File: config.mk
export PLATFORM = sky130hd
export DESIGN_NAME = pool_window_feeder_flat
export DESIGN_NICKNAME = d
export VERILOG_FILES = /design/src/rtl/pool_window_feeder_pkg.sv /design/src/rtl/pool_window_feeder_if.sv /design/src/rtl/pool_window_feeder_shreg.sv /design/src/rtl/pool_window_feeder.sv /design/src/flat_wrapper.sv
export SDC_FILE = /design/constraint.sdc
export NUM_CORES = 1
export LEC_CHECK = 0
export ABC_AREA = 0
export CORE_MARGIN = 2
export CORE_UTILIZATION = 50
export CTS_CLUSTER_DIAMETER = 120
export CTS_CLUSTER_SIZE = 20
export DETAILED_ROUTE_END_ITERATION = 12
export MAX_ROUTING_LAYER = met4
export PLACE_DENSITY = 0.77
export SYNTH_ARGS = -nofsm -noshare
export SYNTH_HDL_FRONTEND = slang
export SYNTH_SLANG_ARGS = --single-unit
File: constraint.sdc
create_clock -name clk -period 3.9 [get_ports clk]
set_input_delay 0.975 -clock clk [delete_from_list [all_inputs] [get_ports clk]]
set_output_delay 0.975 -clock clk [all_outputs]
set_load 0.02 [all_outputs]
File: src/rtl/pool_window_feeder_pkg.sv
// Shared constants and FSM encoding for the pooling window feeder.
package pool_feeder_pkg;
   localparam int WIN    = 7;
   localparam int DATA_W = 8;
   localparam int THR_W  = 24;
   localparam int WORD_W = WIN * DATA_W;

   typedef enum logic [2:0] {
      IDLE,
      THR_SET,
      THR_LOAD,
      RUN,
      FLUSH
   } state_t;
endpackage

File: src/rtl/pool_window_feeder_if.sv
// Sample stream in, window/threshold/status out, for one channel row.
interface pool_window_feeder_if;
   import pool_feeder_pkg::*;

   logic                     start;
   logic [THR_W-1:0]         thr_in;
   logic                     s_valid;
   logic                     s_ready;
   logic signed [DATA_W-1:0] s_data;
   logic                     s_last;
   logic [WORD_W-1:0]        in_Data;
   logic                     win_valid;
   logic [THR_W-1:0]         threhold;
   logic                     loadthrehold;
   logic                     bin_valid;
   logic                     row_done;

   // feeder side
   modport slave (
      input  start, thr_in, s_valid, s_data, s_last,
      output s_ready, in_Data, win_valid, threhold, loadthrehold, bin_valid, row_done
   );

   // driver / observer side
   modport master (
      output start, thr_in, s_valid, s_data, s_last,
      input  s_ready, in_Data, win_valid, threhold, loadthrehold, bin_valid, row_done
   );
endinterface

File: src/rtl/pool_window_feeder_shreg.sv
// 7-deep signed sample shift register; taps[0] newest, taps[WIN-1] oldest.
module sample_window_shreg
   import pool_feeder_pkg::*;
(
   input  logic                     clk,
   input  logic                     rst_n,
   input  logic                     clr,
   input  logic                     shift_en,
   input  logic signed [DATA_W-1:0] din,
   output logic [WORD_W-1:0]        word
);
   logic [WIN-1:0][DATA_W-1:0] taps;

   // shift newest sample in at the bottom; clear has priority
   always_ff @(posedge clk or negedge rst_n) begin
      if (!rst_n)        taps <= '0;
      else if (clr)      taps <= '0;
      else if (shift_en) taps <= {taps[WIN-2:0], din};
   end

   assign word = taps;
endmodule

File: src/rtl/pool_window_feeder.sv
// Assembles strided 7-sample windows and threshold load for the compare block.
module pool_window_feeder
   import pool_feeder_pkg::*;
#(
   parameter int STRIDE = 2
) (
   input logic                  clk,
   input logic                  rst_n,
   pool_window_feeder_if.slave  bus
);
   localparam logic [2:0] FILL_MAX  = 3'(WIN);
   localparam logic [2:0] SINCE_MAX = 3'(STRIDE - 1);
   localparam int         STAGES    = 2;

   state_t              state, state_nxt;
   logic [2:0]          fill, since;
   logic [1:0]          flush_cnt;
   logic [WORD_W-1:0]   win_word;
   logic [STAGES:0]     vld_pipe;
   logic                hs, emit, flush_end;

   assign hs        = bus.s_valid && bus.s_ready;
   assign emit      = hs && !bus.start &&
                      ((fill == FILL_MAX - 3'd1) || (fill == FILL_MAX && since == SINCE_MAX));
   assign flush_end = (state == FLUSH) && (flush_cnt == 2'd2);

   assign bus.s_ready   = (state == RUN);
   assign bus.win_valid = vld_pipe[0];
   assign bus.bin_valid = vld_pipe[STAGES];

   sample_window_shreg u_shreg (
      .clk      (clk),
      .rst_n    (rst_n),
      .clr      (bus.start),
      .shift_en (hs),
      .din      (bus.s_data),
      .word     (win_word)
   );

   // state register
   always_ff @(posedge clk or negedge rst_n) begin
      if (!rst_n) state <= IDLE;
      else        state <= state_nxt;
   end

   // next-state: start restarts from any state
   always_comb begin
      state_nxt = state;
      case (state)
         IDLE:     state_nxt = IDLE;
         THR_SET:  state_nxt = THR_LOAD;
         THR_LOAD: state_nxt = RUN;
         RUN:      if (hs && bus.s_last) state_nxt = FLUSH;
         FLUSH:    if (flush_end) state_nxt = IDLE;
         default:  state_nxt = IDLE;
      endcase
      if (bus.start) state_nxt = THR_SET;
   end

   // fill / stride / flush counters; bubbles leave them untouched
   always_ff @(posedge clk or negedge rst_n) begin
      if (!rst_n) begin
         fill      <= '0;
         since     <= '0;
         flush_cnt <= '0;
      end else if (bus.start) begin
         fill      <= '0;
         since     <= '0;
         flush_cnt <= '0;
      end else begin
         if (hs) begin
            if (fill != FILL_MAX) fill <= fill + 3'd1;
            // since only runs once the window is full; first window leaves it at 0
            if (fill == FILL_MAX) since <= (since == SINCE_MAX) ? 3'd0 : since + 3'd1;
            else                  since <= 3'd0;
         end
         flush_cnt <= (state == FLUSH) ? flush_cnt + 2'd1 : 2'd0;
      end
   end

   // registered outputs; bin_valid delay line is not cleared by start
   always_ff @(posedge clk or negedge rst_n) begin
      if (!rst_n) begin
         bus.threhold     <= '0;
         bus.loadthrehold <= 1'b0;
         bus.in_Data      <= '0;
         bus.row_done     <= 1'b0;
         vld_pipe         <= '0;
      end else begin
         if (bus.start) bus.threhold <= bus.thr_in;
         // gated by start so threhold is always settled a cycle ahead of the strobe
         bus.loadthrehold <= (state == THR_SET) && !bus.start;
         if (emit) bus.in_Data <= {win_word[WORD_W-DATA_W-1:0], bus.s_data};
         bus.row_done     <= flush_end && !bus.start;
         vld_pipe         <= {vld_pipe[STAGES-1:0], emit};
      end
   end
endmodule

File: src/flat_wrapper.sv
// flat-port wrapper written by rule: the top's interface ports become plain ports
module pool_window_feeder_flat import pool_feeder_pkg::*;
#(
   parameter int STRIDE = 2
)
  (clk, rst_n, bus_start, bus_thr_in, bus_s_valid, bus_s_data, bus_s_last, bus_s_ready, bus_in_Data, bus_win_valid, bus_threhold, bus_loadthrehold, bus_bin_valid, bus_row_done);
  pool_window_feeder_if bus_i ();
  input logic clk;
  input logic rst_n;
  input wire logic [$bits(bus_i.start)-1:0] bus_start;
  input wire logic [$bits(bus_i.thr_in)-1:0] bus_thr_in;
  input wire logic [$bits(bus_i.s_valid)-1:0] bus_s_valid;
  input wire logic [$bits(bus_i.s_data)-1:0] bus_s_data;
  input wire logic [$bits(bus_i.s_last)-1:0] bus_s_last;
  output wire logic [$bits(bus_i.s_ready)-1:0] bus_s_ready;
  output wire logic [$bits(bus_i.in_Data)-1:0] bus_in_Data;
  output wire logic [$bits(bus_i.win_valid)-1:0] bus_win_valid;
  output wire logic [$bits(bus_i.threhold)-1:0] bus_threhold;
  output wire logic [$bits(bus_i.loadthrehold)-1:0] bus_loadthrehold;
  output wire logic [$bits(bus_i.bin_valid)-1:0] bus_bin_valid;
  output wire logic [$bits(bus_i.row_done)-1:0] bus_row_done;
  assign bus_i.start = bus_start;
  assign bus_i.thr_in = bus_thr_in;
  assign bus_i.s_valid = bus_s_valid;
  assign bus_i.s_data = bus_s_data;
  assign bus_i.s_last = bus_s_last;
  assign bus_s_ready = bus_i.s_ready;
  assign bus_in_Data = bus_i.in_Data;
  assign bus_win_valid = bus_i.win_valid;
  assign bus_threhold = bus_i.threhold;
  assign bus_loadthrehold = bus_i.loadthrehold;
  assign bus_bin_valid = bus_i.bin_valid;
  assign bus_row_done = bus_i.row_done;
  pool_window_feeder #(.STRIDE(STRIDE)) u_core (.clk(clk), .rst_n(rst_n), .bus(bus_i));
endmodule
# After elaboration in Yosys (flattened, before gate mapping)
# Index checks and enable logic that the tools add are counted.
[word_totals]
in_bits = 37
out_inout_bits = 85
regBits = 144
elab_cells = 58
[classes]
n_addsub = 3
reduce_logical = 14
n_eq_ne = 11
muxes = 15
[op_table]
columns = ["operator", "n"]
rows = [
  ["2-to-1 mux 48 bit", 2],
  ["2-to-1 mux 3 bit", 10],
  ["one-hot mux 3 bit (4 select lines)", 1],
  ["== test 3 bit (second input constant)", 3],
  ["logical AND 1 bit", 8],
  ["adder 3 x 1 -> 3 bit (second input constant)", 2],
  ["== test 3 x 1 -> 1 bit (second input constant)", 2],
  ["== test 3 x 2 -> 1 bit (second input constant)", 2],
  ["inequality test 3 bit (second input constant)", 2],
  ["2-to-1 mux 2 bit", 2],
  ["AND reduction 2 bit", 2],
  ["nonzero test 2 bit", 2],
  ["inequality test 3 x 2 -> 1 bit (second input constant)", 1],
  ["adder 2 x 1 -> 2 bit (second input constant)", 1],
  ["== test 2 bit (second input constant)", 1],
  ["logical NOT 1 bit", 1],
  ["logical OR 1 bit", 1],
]

# Depth between registers and ports, before layout
[depth]
depth_word = 6
mapped_depth = 8
ltp_nobuf = 5

# By module
# A second synthesis with hierarchy kept.
[hier_totals]
hier_cells = 417
area_unflattened_um2 = 6012.0
[by_module_without_submodules]
columns = ["module", "seq_area_each_um2", "area_each_um2", "cells_each", "instances"]
rows = [
  ["pool_window_feeder", 2402.3, 3717.3, 237, 1],
  ["sample_window_shreg", 1401.3, 2294.7, 180, 1],
]

# Least setup slack after synthesis
# OpenSTA, ideal clock, no wires.
[synth_timing]
kind = "input -> register"
startpoint = "input bus_s_valid"
endpoint = "register u_core.bus.in_Data[26]"
n_path_buf = 2
stages = 5
t_required_ns = 3.773
setup_slack_ns = 1.782
setup_ns = 0.127
arrival_time_ns = 1.991
cell_sequence = "nand3_1 -> a2111oi_4 -> buf_6 -> buf_8 -> mux2_1"
[synth_between]
elab_chain_cells = 3
[synth_rtl]
columns = ["item", "line", "rtl"]
rows = [
  ["start: declaration", "flat_wrapper.sv:12", "input wire logic [$bits(bus_i.s_valid)-1:0] bus_s_valid;"],
  ["logical AND 1 bit", "pool_window_feeder.sv:22", "assign hs = bus.s_valid && bus.s_ready;"],
  ["logical AND 1 bit (2 in series)", "pool_window_feeder.sv:23", "assign emit = hs && !bus.start &&"],
  ["end signal: assignment", "pool_window_feeder.sv:93", "if (emit) bus.in_Data <= {win_word[WORD_W-DATA_W-1:0], bus.s_data};"],
  ["end: declaration", "pool_window_feeder_if.sv:21", "output s_ready, in_Data, win_valid, threhold, loadthrehold, bin_valid, row_done"],
]
# No other way between the ends.
# A chain may end at the register's enable or synchronous reset.

# Worst setup path after layout
[layout_timing]
startpoint = "register u_core.state[1]"
endpoint = "output bus_s_ready"
[layout_between]
elab_chain_cells = 1
[layout_rtl]
columns = ["item", "line", "rtl"]
rows = [
  ["start: declaration", "pool_window_feeder.sv:15", "state_t state, state_nxt;"],
  ["start signal: assignment", "pool_window_feeder.sv:43", "else state <= state_nxt;"],
  ["== test 3 x 2 -> 1 bit", "pool_window_feeder.sv:27", "assign bus.s_ready = (state == RUN);"],
  ["end: declaration", "flat_wrapper.sv:15", "output wire logic [$bits(bus_i.s_ready)-1:0] bus_s_ready;"],
]
# No other way between the ends.

==> reports/qor.yml <==
floorplan:
  coreArea_um2: 10700
  die_w_um: 108.1
  rows: 38
  start_util_pct: 50.67
  pin_count: 122
  die_height_um: 108.1
  die_area_um2: 11690
synth:
  synth_xor_xnor_area_share_pct: 0
  ys_ff_latch: 144
  yosysUniqueCellTypes: 31
  avgSynthCellArea_um2: 15.67
  synth_area_um2: 5420
  synth_top_family_by_area: "multiplexers"
  ys_seq_area_share_pct: 66.48
  yosys.area_share.adder_pct: 0.9234
  synth_area_leaders: "dfrtp_1, mux2_2, a22o_1"
  synth_compound_area_share_pct: 9.488
  yosysTopAreaCell: "dfrtp_1"
  synthCells: 346
  synth_nets: 387
  synth_top_area_share_pct: 66.48
  yosysWarnings: 0
  yosys.area_share.simple_pct: 3.232
  synth.area.mux_share_pct: 16.99
timing:
  hold_viol: 0
  worst_slew_pin_slew_ps: 1110
  setup_viol_count_final: 0
  clock.fmax_ghz: 0.3598
  rsz0062_at_grt: "false"
  min_period_ps: 2779
  final_min_period_over_clock_period_pct: 71.26
  final.setup.tns_ps: 0
  report.final.slew_viol_count: 0
  clock-skew-final_ps: 7.427
  maxSlewHeadroom_pct: 25.84
routing:
  vias: 3338
  ant_nets: 0
  drt-wirelength-per-cell_um: 16.73
  dr.pass1.iters: 5
  routed_via_density: 5.375
  drc: 0
  wirelength_um: 10390
  drtIter0Drc: 141
layout:
  final_layout_size_suffix_gt1_share_pct: 19.54
  stdcell_area_um2: 7320
  fin_nets: 509
  seq_area_um2: 3603
  area_growth_pct: 35.04
  nFillCells: 793
  multi_input_area_um2: 1673
  n_antenna_cell: 0
clocking:
  ctsHoldBuffers: 0
  clk_latency_ps: 520
  cts.clk_slew.worst_paths_ps: 60
  cts.root.buffer_cell: "clkbuf_8"
  cts_setup_buffers: 0
  cts_resized: 0
  cts_tree: "yes"
  htreeDepth: 4
  numCtsBuffers: 17
  clk_path_buf_depth: 2
  clock_sinks: 144
worst_setup_path:
  slowest_stage: "clkdlybuf4s50_1"
  worstPathArrival_ps: 1800
  worst_setup_path_end_kind: "output port"
  cp_top_family: "buffers and inverters"
  required_ps: 2920
  cp_num_buf_inv: 1
  rrSetupSlack_ps: 1530
  crit_chain: "nand2_1, nor2_1, clkdlybuf4s50_1"
  cpPeakStageDelay_ps: 620
  worstPathMaxFanout: 7
  crit_type: "reg -> out"
  start_kind: "flip-flop"
placed_design:
  gp_congestion: 0.7065
  port_buffers: 121
  dp_hpwl_um: 6646
  placed_area_um2: 6725
power_and_ir_drop:
  p_per_area_nw_per_um2: 460.1
  p_leak_nw: 3.397
  p_sw_share_pct: 21.89
  p_clk_share_pct: 47.1
  combPwrFrac_pct: 6.8
  p_sw_uw: 737.2
  pwr-share-seq_pct: 46.0
  vdd_drop_max_mv: 0.3086
  finalPower_mw: 3.368
  cell_internal_pwr_mw: 2.630
hold_path:
  worstHoldPathType: "reg -> reg"
run_status:
  status: "complete, no violations"
global_routing:
  grt-ovfl-total: 0
  antenna_found_initial: 0
  grt_start_max_net_pins: 125
  track_usage_pct: 20.11
  grt_pass1_wl_um: 17420
  grt_pass1_vias: 3459
job:
  drv_cap: 0
-- power by group through the flow --
stage | Sequential (mW) | Combinational (mW) | Clock [mW]
finish | 1.55 | 0.230 | 1.59
global route | 1.55 | 0.250 | 1.70
floorplan | 1.60 | 0.0644 | 0
global placement | 1.57 | 0.229 | 0
detailed placement | 1.58 | 0.234 | 0
CTS | 1.55 | 0.235 | 1.62
-- stage by stage --
| stage | utilization (%) | worst slack, ps | hold slack [ps] | cells |
|---|---|---|---|---|
| finish | 68.42 | 1121 | 358.1 | 621 |
| global route | 68.42 | 1022 | 371.2 | 621 |
| CTS | 68.42 | 1101 | 366.5 | 621 |
| floorplan | - | 1782 | 331.2 | 346 |
| detailed placement | 62.87 | 764.5 | 353.0 | 589 |
| global placement | 62.87 | 812.5 | 335.1 | 589 |
-- placed cells by master (no fill, tap or decap), types with 2 or more instances in the layout --
cell type and n:
a21oi_1 4, a22o_1 48, buf_4 4, bufinv_16 3
clkbuf_16 16, clkbuf_8 2, clkdlybuf4s50_1 120, clkinv_2 3
clkinv_4 3, clkinvlp_4 3, dfrtp_1 144, ha_1 4
inv_1 3, mux2_1 29, mux2_2 51, mux2i_1 2
nand2_1 3, nand2b_1 2, nand3_1 4, nor2_1 6
nor3_1 2, o21ai_0 4, or3_1 4
-- final cells by class --
| class | instances | area share, % |
|---|---|---|
| multi-input combinational | 176 | 22.85 |
| tap | 140 | 2.393 |
| timing repair buffer | 126 | 17.25 |
| clock inverter | 13 | 2.222 |
| clock buffer | 19 | 5.897 |
| sequential | 144 | 49.23 |
| inverter | 3 | 0.1538 |
-- cell usage after synthesis (all sizes together) --
| master | n |
|---|---|
| nor3b | 1 |
| a21oi | 4 |
| dfrtp | 144 |
| inv | 3 |
| a22o | 48 |
| nor4 | 1 |
| or3 | 4 |
| a21boi | 1 |
| buf | 14 |
| or3b | 1 |
| o32a | 1 |
| nand3 | 4 |
| nor2b | 2 |
| nor3 | 3 |
| o21ai | 4 |
| ha | 4 |
| mux2i | 2 |
| nand4bb | 1 |
| a31o | 1 |
| clkbuf | 9 |
| mux2 | 80 |
| nand2b | 2 |
| a2111oi | 1 |
| nor2 | 6 |
| nor4b | 1 |
| nand2 | 3 |
| nand4b | 1 |
-- cells by family (layout without fill, tap and decap cells) --
logic type | Yosys count | in the layout
compound gates | 60 | 60
fa+ha+maj | 4 | 4
buf+inv | 26 | 161
flops | 144 | 144
mux | 82 | 82
simple gates | 30 | 30
-- path summary, 6_finish.rpt --
kind / from / endpoint / cells past startpoint
setup reg to reg: u_core.fill[0] / u_core.bus.in_Data[17] / 6
hold reg to reg: u_core.vld_pipe[1] / u_core.vld_pipe[2] / 0
hold / removal: u_core.vld_pipe[1] / u_core.vld_pipe[2] / 0
max in group asynchronous: rst_n / u_core.since[1] / 2
setup / recovery: u_core.state[1] / bus_s_ready / 3
min in group asynchronous: rst_n / u_core.bus.threhold[13] / 1
-- per-layer routing --
layer	GRT usage [%]	vias up	part of all wire, %
li1	-	1512	-
met1	26.59	1727	44
met2	30.10	84	50
met3	5.606	15	4.8
met4	7.234	0	1.4
met5	-	-	0
-- state kept, by name, summed over array words and instances (netlist names) --
register,flops
u_core.flush_cnt,2
u_core.vld_pipe,3
u_core.bus.threhold,24
u_core.u_shreg.word,48
u_core.bus.row_done,1
u_core.state,3
u_core.bus.in_Data,56
u_core.since,3
u_core.bus.loadthrehold,1
u_core.fill,3
Note: power is estimated with default switching activity, not from simulation.
